## src/rtl/uart_tx_arbiter.sv

```systemverilog
// rtl/uart_tx_arbiter.sv - round-robin arbiter sharing one UART transmitter among NUM_REQ byte requesters
module uart_tx_arbiter #(
    parameter int NUM_REQ    = 4,
    parameter int DATA_WIDTH = 8,
    parameter int GAP_CYCLES = 2,
    parameter int TIMEOUT    = 15
) (
    input  logic                          fsm_clk,
    input  logic                          rst,
    input  logic [NUM_REQ-1:0]            req,
    input  logic [NUM_REQ*DATA_WIDTH-1:0] req_data,
    output logic [NUM_REQ-1:0]            ack,
    output logic [NUM_REQ-1:0]            done,
    output logic                          err,
    output logic [$clog2(NUM_REQ)-1:0]    grant_id,
    output logic                          ctrl_busy,
    output logic                          tx_start,
    output logic [DATA_WIDTH-1:0]         tx_data,
    input  logic                          tx_busy
);

    localparam int GID_W = $clog2(NUM_REQ);
    localparam int TMAX  = (TIMEOUT > GAP_CYCLES) ? TIMEOUT : GAP_CYCLES;
    localparam int TW    = $clog2(TMAX + 1);
    localparam logic [TW-1:0] TO_LAST  = TW'(TIMEOUT - 1);
    localparam logic [TW-1:0] GAP_LAST = TW'(GAP_CYCLES - 1);

    typedef enum logic [1:0] {IDLE, WAIT_BUSY, WAIT_DONE, GAP} state_t;

    state_t                 state, state_nx;
    logic [TW-1:0]          timer, timer_nx;
    logic [GID_W-1:0]       last, last_nx;
    logic [GID_W-1:0]       grant_nx;
    logic [GID_W-1:0]       win, idx;
    logic                   found;
    logic [NUM_REQ-1:0]     ack_nx, done_nx;
    logic                   err_nx, start_nx;
    logic [DATA_WIDTH-1:0]  data_nx;
    logic [DATA_WIDTH-1:0]  req_bytes [NUM_REQ];

    for (genvar g = 0; g < NUM_REQ; g++) begin : g_split
        assign req_bytes[g] = req_data[g*DATA_WIDTH +: DATA_WIDTH];
    end

    // Search starts just after the last winner so the previous grantee ranks lowest.
    always_comb begin
        found = 1'b0;
        win   = '0;
        idx   = '0;
        for (int k = 1; k <= NUM_REQ; k++) begin
            idx = GID_W'((int'(last) + k) % NUM_REQ);
            if (!found && req[idx]) begin
                found = 1'b1;
                win   = idx;
            end
        end
    end

    always_comb begin
        state_nx = state;
        timer_nx = timer;
        last_nx  = last;
        grant_nx = grant_id;
        data_nx  = tx_data;
        ack_nx   = '0;
        done_nx  = '0;
        err_nx   = 1'b0;
        start_nx = 1'b0;
        case (state)
            IDLE: begin
                if (found) begin
                    data_nx      = req_bytes[win];
                    grant_nx     = win;
                    last_nx      = win;
                    ack_nx[win]  = 1'b1;
                    start_nx     = 1'b1;
                    timer_nx     = '0;
                    state_nx     = WAIT_BUSY;
                end
            end
            WAIT_BUSY: begin
                // A busy rise on the limit cycle still counts as a successful launch.
                if (tx_busy) begin
                    state_nx = WAIT_DONE;
                end else if (timer == TO_LAST) begin
                    err_nx   = 1'b1;
                    timer_nx = '0;
                    state_nx = GAP;
                end else begin
                    timer_nx = timer + 1'b1;
                end
            end
            WAIT_DONE: begin
                if (!tx_busy) begin
                    done_nx[grant_id] = 1'b1;
                    timer_nx          = '0;
                    state_nx          = GAP;
                end
            end
            GAP: begin
                if (timer == GAP_LAST) begin
                    timer_nx = '0;
                    state_nx = IDLE;
                end else begin
                    timer_nx = timer + 1'b1;
                end
            end
            default: state_nx = IDLE;
        endcase
    end

    always_ff @(posedge fsm_clk) begin
        if (rst) begin
            state    <= IDLE;
            timer    <= '0;
            last     <= GID_W'(NUM_REQ - 1);
            grant_id <= '0;
            tx_data  <= '0;
            ack      <= '0;
            done     <= '0;
            err      <= 1'b0;
            tx_start <= 1'b0;
        end else begin
            state    <= state_nx;
            timer    <= timer_nx;
            last     <= last_nx;
            grant_id <= grant_nx;
            tx_data  <= data_nx;
            ack      <= ack_nx;
            done     <= done_nx;
            err      <= err_nx;
            tx_start <= start_nx;
        end
    end

    assign ctrl_busy = (state != IDLE);

endmodule

```

## config.mk

```make
export PLATFORM = sky130hd
export DESIGN_NAME = uart_tx_arbiter
export DESIGN_NICKNAME = d
export VERILOG_FILES = /design/src/rtl/uart_tx_arbiter.sv
export SDC_FILE = /design/constraint.sdc
export NUM_CORES = 1
export LEC_CHECK = 0
export ABC_AREA = 1
export BUFFER_PORTS_ARGS = -buffer_cell sky130_fd_sc_hd__buf_4
export CAP_MARGIN = 15
export CORE_AREA = 3 3 51 99
export DETAILED_ROUTE_END_ITERATION = 7
export DIE_AREA = 0 0 54 102
export HOLD_SLACK_MARGIN = 0.05
export PLACE_DENSITY = 0.66
export SYNTH_ARGS = -nofsm -noshare
export SYNTH_HDL_FRONTEND = slang
export SYNTH_SLANG_ARGS = --single-unit
```

## constraint.sdc

```tcl
create_clock -name fsm_clk -period 1.7 [get_ports fsm_clk]
set_input_delay 0.425 -clock fsm_clk [delete_from_list [all_inputs] [get_ports fsm_clk]]
set_output_delay 0.425 -clock fsm_clk [all_outputs]
set_load 0.01 [all_outputs]
```

==> results_dict.tcl, run 1 <==
set metrics [dict create \
    status "finished, violations left" \
    violations "setup timing" \
    io_buffers 59 \
    numCtsBuffers 3 \
    ys_warn_count 0 \
    r2r_end "tx_data[5]" \
    rsz0062_at_grt "yes" \
    power.total_uw 6300 \
    die_w_um 54 \
    slowest_stage "dfxtp_2" \
    drcViolationCount 0 \
    clkTransAtPathRegs_ns 0.10 \
    syn-num-nets 304 \
    synth_compound_area_share_pct 7.43 \
    die_h_um 102 \
    clkSinkCount 28 \
    synthMuxAreaShare_pct 0 \
    yosysUniqueCellTypes 26 \
    tritoncts "done" \
    holdCritPathClass "in -> reg" \
    ant_nets 0 \
    placed_cell_area_um2 2350 \
    fill_cells 405 \
    drive_gt1_share_pct 48.3 \
    place.gp.congestion 0.815 \
    grt_pass1_wl_um 7940 \
    finalHoldViolCount 0 \
    use_met2_pct 36.4 \
    tightest_slew_ns 0.485 \
    synthSimpleGateAreaFrac_pct 46.0 \
    grt_pass1_vias 1905 \
    fin_area_um2 2770 \
    drt_iter0_drc 46 \
    slew_viol_final 0 \
    yosys-top-cells-area "dfxtp_1, nand2_1, nand3_1" \
    seq_area_frac_synth_pct 32.9 \
    syn_avg_cell_area_um2 6.54 \
    htreeDepth 1 \
    wirelength_um 5330 \
    regArea_um2 566 \
    grt_busiest_layer "met2" \
    layout_common_cells "buf_4, nand2_1, nand2_2" \
    io_pins 60 \
    r2r_start "last[0]" \
    worst-path-buf-inv 5 \
    multiInputGateArea_um2 1220 \
    slew_headroom_pct 67.7 \
    fmax_ghz 0.540 \
    slowest_delay_ns 0.34 \
    synth_area_um2 1700 \
    met3_usage_pct 2.34 \
    yosysTopAreaCellShare_pct 32.9 \
    fin_nets 389 \
    vias_per_cell 4.98 \
    drv_cap 0 \
    rr_worst_depth 15 \
    worstHoldStart "rst" \
    fin_tns_setup_ns -1.11 \
    dr_total_vias 1984 \
    dieArea_um2 5510 \
    crit_family "simple AND/OR/NAND/NOR gates" \
    clockRootBuffer "clkbuf_8" \
    antenna_found_initial 0 \
    criticalPathCategory "reg -> reg" \
    leakage_uw 0.00137 \
    synth.largest_area_cell "dfxtp_1" \
    initial_core_util_pct 38.8 \
    holdWs_ns 0.361 \
    diodes 0 \
    worstHoldEndpoint "grant_id[1]" \
    crit_required_ns 1.88 \
    setup_viol 11 \
    finClkSkew_ns 0.00353 \
    grtUsageTotal_pct 19.3 \
    worstSetupStartpointType "flop" \
    final_common_cell "buf_4" \
    setup_ws_ns -0.152 \
    crit_top_cell "buf_6" \
    r2r_setup_slack_ns -0.15 \
    cts_buffer_depth 2 \
    ir_drop_v 0.00161 \
    critPathCaptureType "flop" \
    cp.arrival_ns 2.03 \
    hold_depth 2 \
    syn2layout_area_growth_pct 62.5 \
    synth-xor-area-share_pct 0 \
    critical_path.max_fanout 8 \
    dp_hpwl_um 3810 \
    clock_latency_ns 0.28 \
    p_per_area_nw_per_um2 2280 \
    synth_top_family_by_area "simple AND/OR/NAND/NOR gates" \
    num_rows 34 \
    ys_ff_latch 28 \
    finalCritPeriodShare_pct 109 \
    fin_crit_ns 1.85 \
    place_ws_ns -0.221 \
    crit_chain "buf_6 > inv_8 > nand2_4 > nand2_4 > nand2_2 > nand2_2 > inv_2 > buf_6 > nand4_4 > nand2_8 > buf_6 > nand3_2 > nand3_2 > nor2_2 > nor2_1" \
    grt_util_met1_pct 19.2 \
    grt_max_degree 17 \
    core_um2 4380 \
    drt-wirelength-per-cell_um 13.4 \
    overflow 0 \
    postSynthCellCount 260 \
    synthAdderAreaFrac_pct 3.68 \
    drt-pass1-iter-count 4 \
]
[logic make-up after synthesis]
family | count (synthesis)
DFF | 28
and+or+nand+nor | 171
AOI/OAI and AO/OA | 23
buffers and inverters | 33
adders and majority gates | 5
[synth_stat cells]
library cell,instances
a21oi_1,6
a22o_1,1
buf_2,1
buf_4,3
buf_6,3
clkbuf_1,1
dfxtp_1,28
ha_1,5
inv_1,21
inv_2,2
inv_6,2
nand2_1,80
nand2_2,10
nand2_4,1
nand3_1,34
nand3b_1,1
nand4_1,2
nand4_4,1
nor2_1,26
nor2_2,2
nor2_4,2
nor3_1,11
nor3_2,1
o211ai_1,2
o21ai_0,13
o31ai_1,1
[through the flow]
step / std cells / utilization [%]
detailed placement: 389 / 53.7
floorplan: 260 / -
CTS: 394 / 57.8
global placement: 389 / 53.7
finish: 398 / 63.1
global route: 398 / 63.1
[layer usage]
layer	part of all wire, %	vias up
met1	36	923
met5	0	-
met3	2.6	11
met4	2.5	0
li1	-	1004
met2	59	46
[power breakdown]
group          switching, uW  internal [uW]  total [uW]
logic                   2640           2130        4770
registers                134            874        1010
clock network            210            316         526
[worst reg2reg max path: cells and delay by family, from the launching register on]
kind / cells / cell delay (ns)
flip-flops: 1 / 0.34
buffers and inverters: 5 / 0.54
AND/OR/NAND/NOR: 10 / 0.88
[sequential cells by signal, indices dropped and copies added, names as in the netlist]
register,count
timer,4
last,2
ack,4
tx_data,8
tx_start,1
done,4
err,1
grant_id,2
state,2
[area by class of cell]
type	instances	area share [%]
tap	54	2.44
inverter	25	3.94
multi-input combinational	199	44.1
clock inverter	1	1.09
clock buffer	3	1.49
timing repair buffer	88	26.5
sequential	28	20.5
[worst max-delay path by stage]
| stage | start | end | cells after the start |
|---|---|---|---|
| finish | last[0] | tx_data[5] | 15 |
| global route | last[0] | tx_data[4] | 15 |
| CTS | last[0] | tx_data[2] | 14 |
| global placement | req[2] | tx_data[5] | 14 |
| detailed placement | req[2] | tx_data[5] | 14 |
| floorplan | last[0] | tx_data[0] | 15 |
[what timing repair did]
action,CTS,global route
hold endpoints to repair,0,0
endpoints found under the setup margin,22,24
setup buffers,1,3
pin swaps,13,24
hold buffers,0,0
resized for setup,34,51
cloned,0,1
Power figures use the tool's default switching activity.
==> run 2: changes to the inputs <==
- BUFFER_PORTS_ARGS: -buffer_cell sky130_fd_sc_hd__buf_4 -> not set
- DONT_BUFFER_PORTS: not set -> 1
- PLACE_DENSITY: 0.66 -> not set
- SLEW_MARGIN: not set -> 30
==> results_dict.tcl, run 2 (synthesis results as in run 1) <==
set metrics [dict create \
    clockRootBuffer "clkbuf_8" \
    clkSinkCount 28 \
    core_um2 4380 \
    numCtsBuffers 3 \
    p_per_area_nw_per_um2 2580 \
    largest_reg_flops 8 \
    cp.depth 18 \
    finalCritPeriodShare_pct 108 \
    top_register "tx_data" \
    cp.arrival_ns 2.01 \
    antenna_found_initial 0 \
    fin_area_um2 2250 \
    ir_drop_v 0.00151 \
    grt_pass1_wl_um 7930 \
    htreeDepth 1 \
    power.total_uw 5800 \
    hold_depth 1 \
    initial_core_util_pct 38.8 \
    leakage_uw 0.00103 \
    tritoncts "done" \
    p_sw_share_pct 49.3 \
    worstSetupStartpointType "flop" \
    drt-wirelength-per-cell_um 14.7 \
    slowest_stage "dfxtp_2" \
    io_buffers 0 \
    drt_iter0_drc 25 \
    post-route-util_pct 51.4 \
    layout_common_cells "nand2_1, nand3_1, dfxtp_1" \
    clkTransAtPathRegs_ns 0.09 \
    vias_per_cell 5.14 \
    die_h_um 102 \
    violations "setup timing" \
    final_common_cell "nand2_1" \
    worst-path-buf-inv 4 \
    setup_ws_ns -0.133 \
    criticalPathCategory "reg -> reg" \
    fmax_ghz 0.545 \
    comb_power_share_pct 74.1 \
    grt_pass1_vias 1761 \
    drive_gt1_share_pct 34.8 \
    crit_chain "buf_6 > inv_8 > nand2_2 > nand2_2 > nand2_1 > nand2_2 > nand2_2 > nand2_1 > nand2_1 > nand2_2 > nand2_8 > buf_6 > nand2_2 > nand2_1 > nand2_1 > nand3_1 > nand2_1 > inv_1" \
    grt_max_degree 16 \
    power_switching_uw 2860 \
    diodes 0 \
    ant_nets 0 \
    grtUsageTotal_pct 19.2 \
    critical_path.max_fanout 8 \
    slowest_delay_ns 0.33 \
    status "finished, violations left" \
    die_w_um 54 \
    overflow 0 \
    drt-pass1-iter-count 4 \
    rr_worst_depth 18 \
    tightest_slew_ns 0.365 \
    syn2layout_area_growth_pct 32.3 \
    wirelength_um 4930 \
    regArea_um2 566 \
    dr_total_vias 1728 \
    clock_latency_ns 0.27 \
    dieArea_um2 5510 \
    drcViolationCount 0 \
    crit_family "simple AND/OR/NAND/NOR gates" \
    holdCritPathClass "in -> reg" \
    critPathCaptureType "flop" \
    cts_buffer_depth 2 \
    slew_headroom_pct 75.6 \
    place_ws_ns -0.227 \
    p_int_uw 2940 \
    multiInputGateArea_um2 1180 \
    fin_nets 327 \
    dp_hpwl_um 3620 \
    placed_cell_area_um2 1870 \
    finClkSkew_ns 0.00809 \
    finalHoldViolCount 0 \
    io_pins 60 \
    fill_cells 442 \
    num_rows 34 \
    p_seq_share_pct 18.9 \
    place.gp.congestion 0.816 \
    drv_cap 0 \
    slew_viol_final 0 \
    setup_viol 13 \
    crit_required_ns 1.87 \
    hold_buffers 0 \
    power.share.clock_pct 7.1 \
    rsz0062_at_grt "yes" \
    fin_crit_ns 1.83 \
]
-- run 2: cell types whose count changed in the layout (fill, tap and decap cells not counted), sizes merged --
cell    before  now
buf         87   26
bufinv       1    0
-- run 2: repair_timing --
item | CTS | global route
pin swaps | 26 | 12
resized for setup | 48 | 30
setup endpoints to repair | 20 | 24
buffers inserted | 5 | 2
gates cloned | 1 | 0
-- run 2: area by class of cell --
cell class	instances	share of cell area, %
multi-input combinational	199	52.6
sequential	28	25.1
timing repair buffer	26	11.8
inverter	25	4.95
tap	54	3.00
clock buffer	4	2.45
-- run 2: worst register-to-register path, cell delays in order, from the launching register on --
cell	delay, ns
dfxtp_2	0.33
buf_6	0.13
inv_8	0.08
nand2_2	0.06
nand2_2	0.09
nand2_1	0.07
nand2_2	0.09
nand2_2	0.07
nand2_1	0.06
nand2_1	0.05
nand2_2	0.11
nand2_8	0.10
buf_6	0.13
nand2_2	0.04
nand2_1	0.06
nand2_1	0.07
nand3_1	0.11
nand2_1	0.08
inv_1	0.03
-- run 2: worst paths after layout --
path,start,endpoint,slack (ns)
max reg2reg,last[0],tx_data[3],-0.13
min,rst,grant_id[0],0.20
max,last[0],tx_data[3],-0.13
min reg2reg,timer[1],timer[2],0.50
-- run 2: through the flow --
| stage | setup TNS [ns] | instances | hold WS [ns] |
|---|---|---|---|
| 2_1_floorplan | 0 | 260 | 0.463 |
| 4_1_cts | -0.564 | 334 | 0.204 |
| 5_1_grt | -3.19 | 336 | 0.186 |
| 3_3_place_gp | -1.81 | 325 | 0.489 |
| 3_5_place_dp | -2.31 | 325 | 0.492 |
| 6_report | -0.919 | 336 | 0.205 |
-- run 2: power by group through the flow --
stage	registers [uW]	logic, uW	clock network (uW)
6_report	1100	4300	409
5_1_grt	1130	4690	461
4_1_cts	1090	3960	430
3_5_place_dp	1100	3200	0
3_3_place_gp	1100	3170	0
2_1_floorplan	1050	2300	0
-- run 2: layer usage --
| metal | up-vias | global-route usage [%] | wire, um |
|---|---|---|---|
| li1 | 880 | - | - |
| met1 | 800 | 18.8 | 1720 |
| met2 | 42 | 37.9 | 2890 |
| met3 | 6 | 3.21 | 235 |
| met4 | 0 | 5.95 | 89 |
| met5 | - | 0 | 0 |
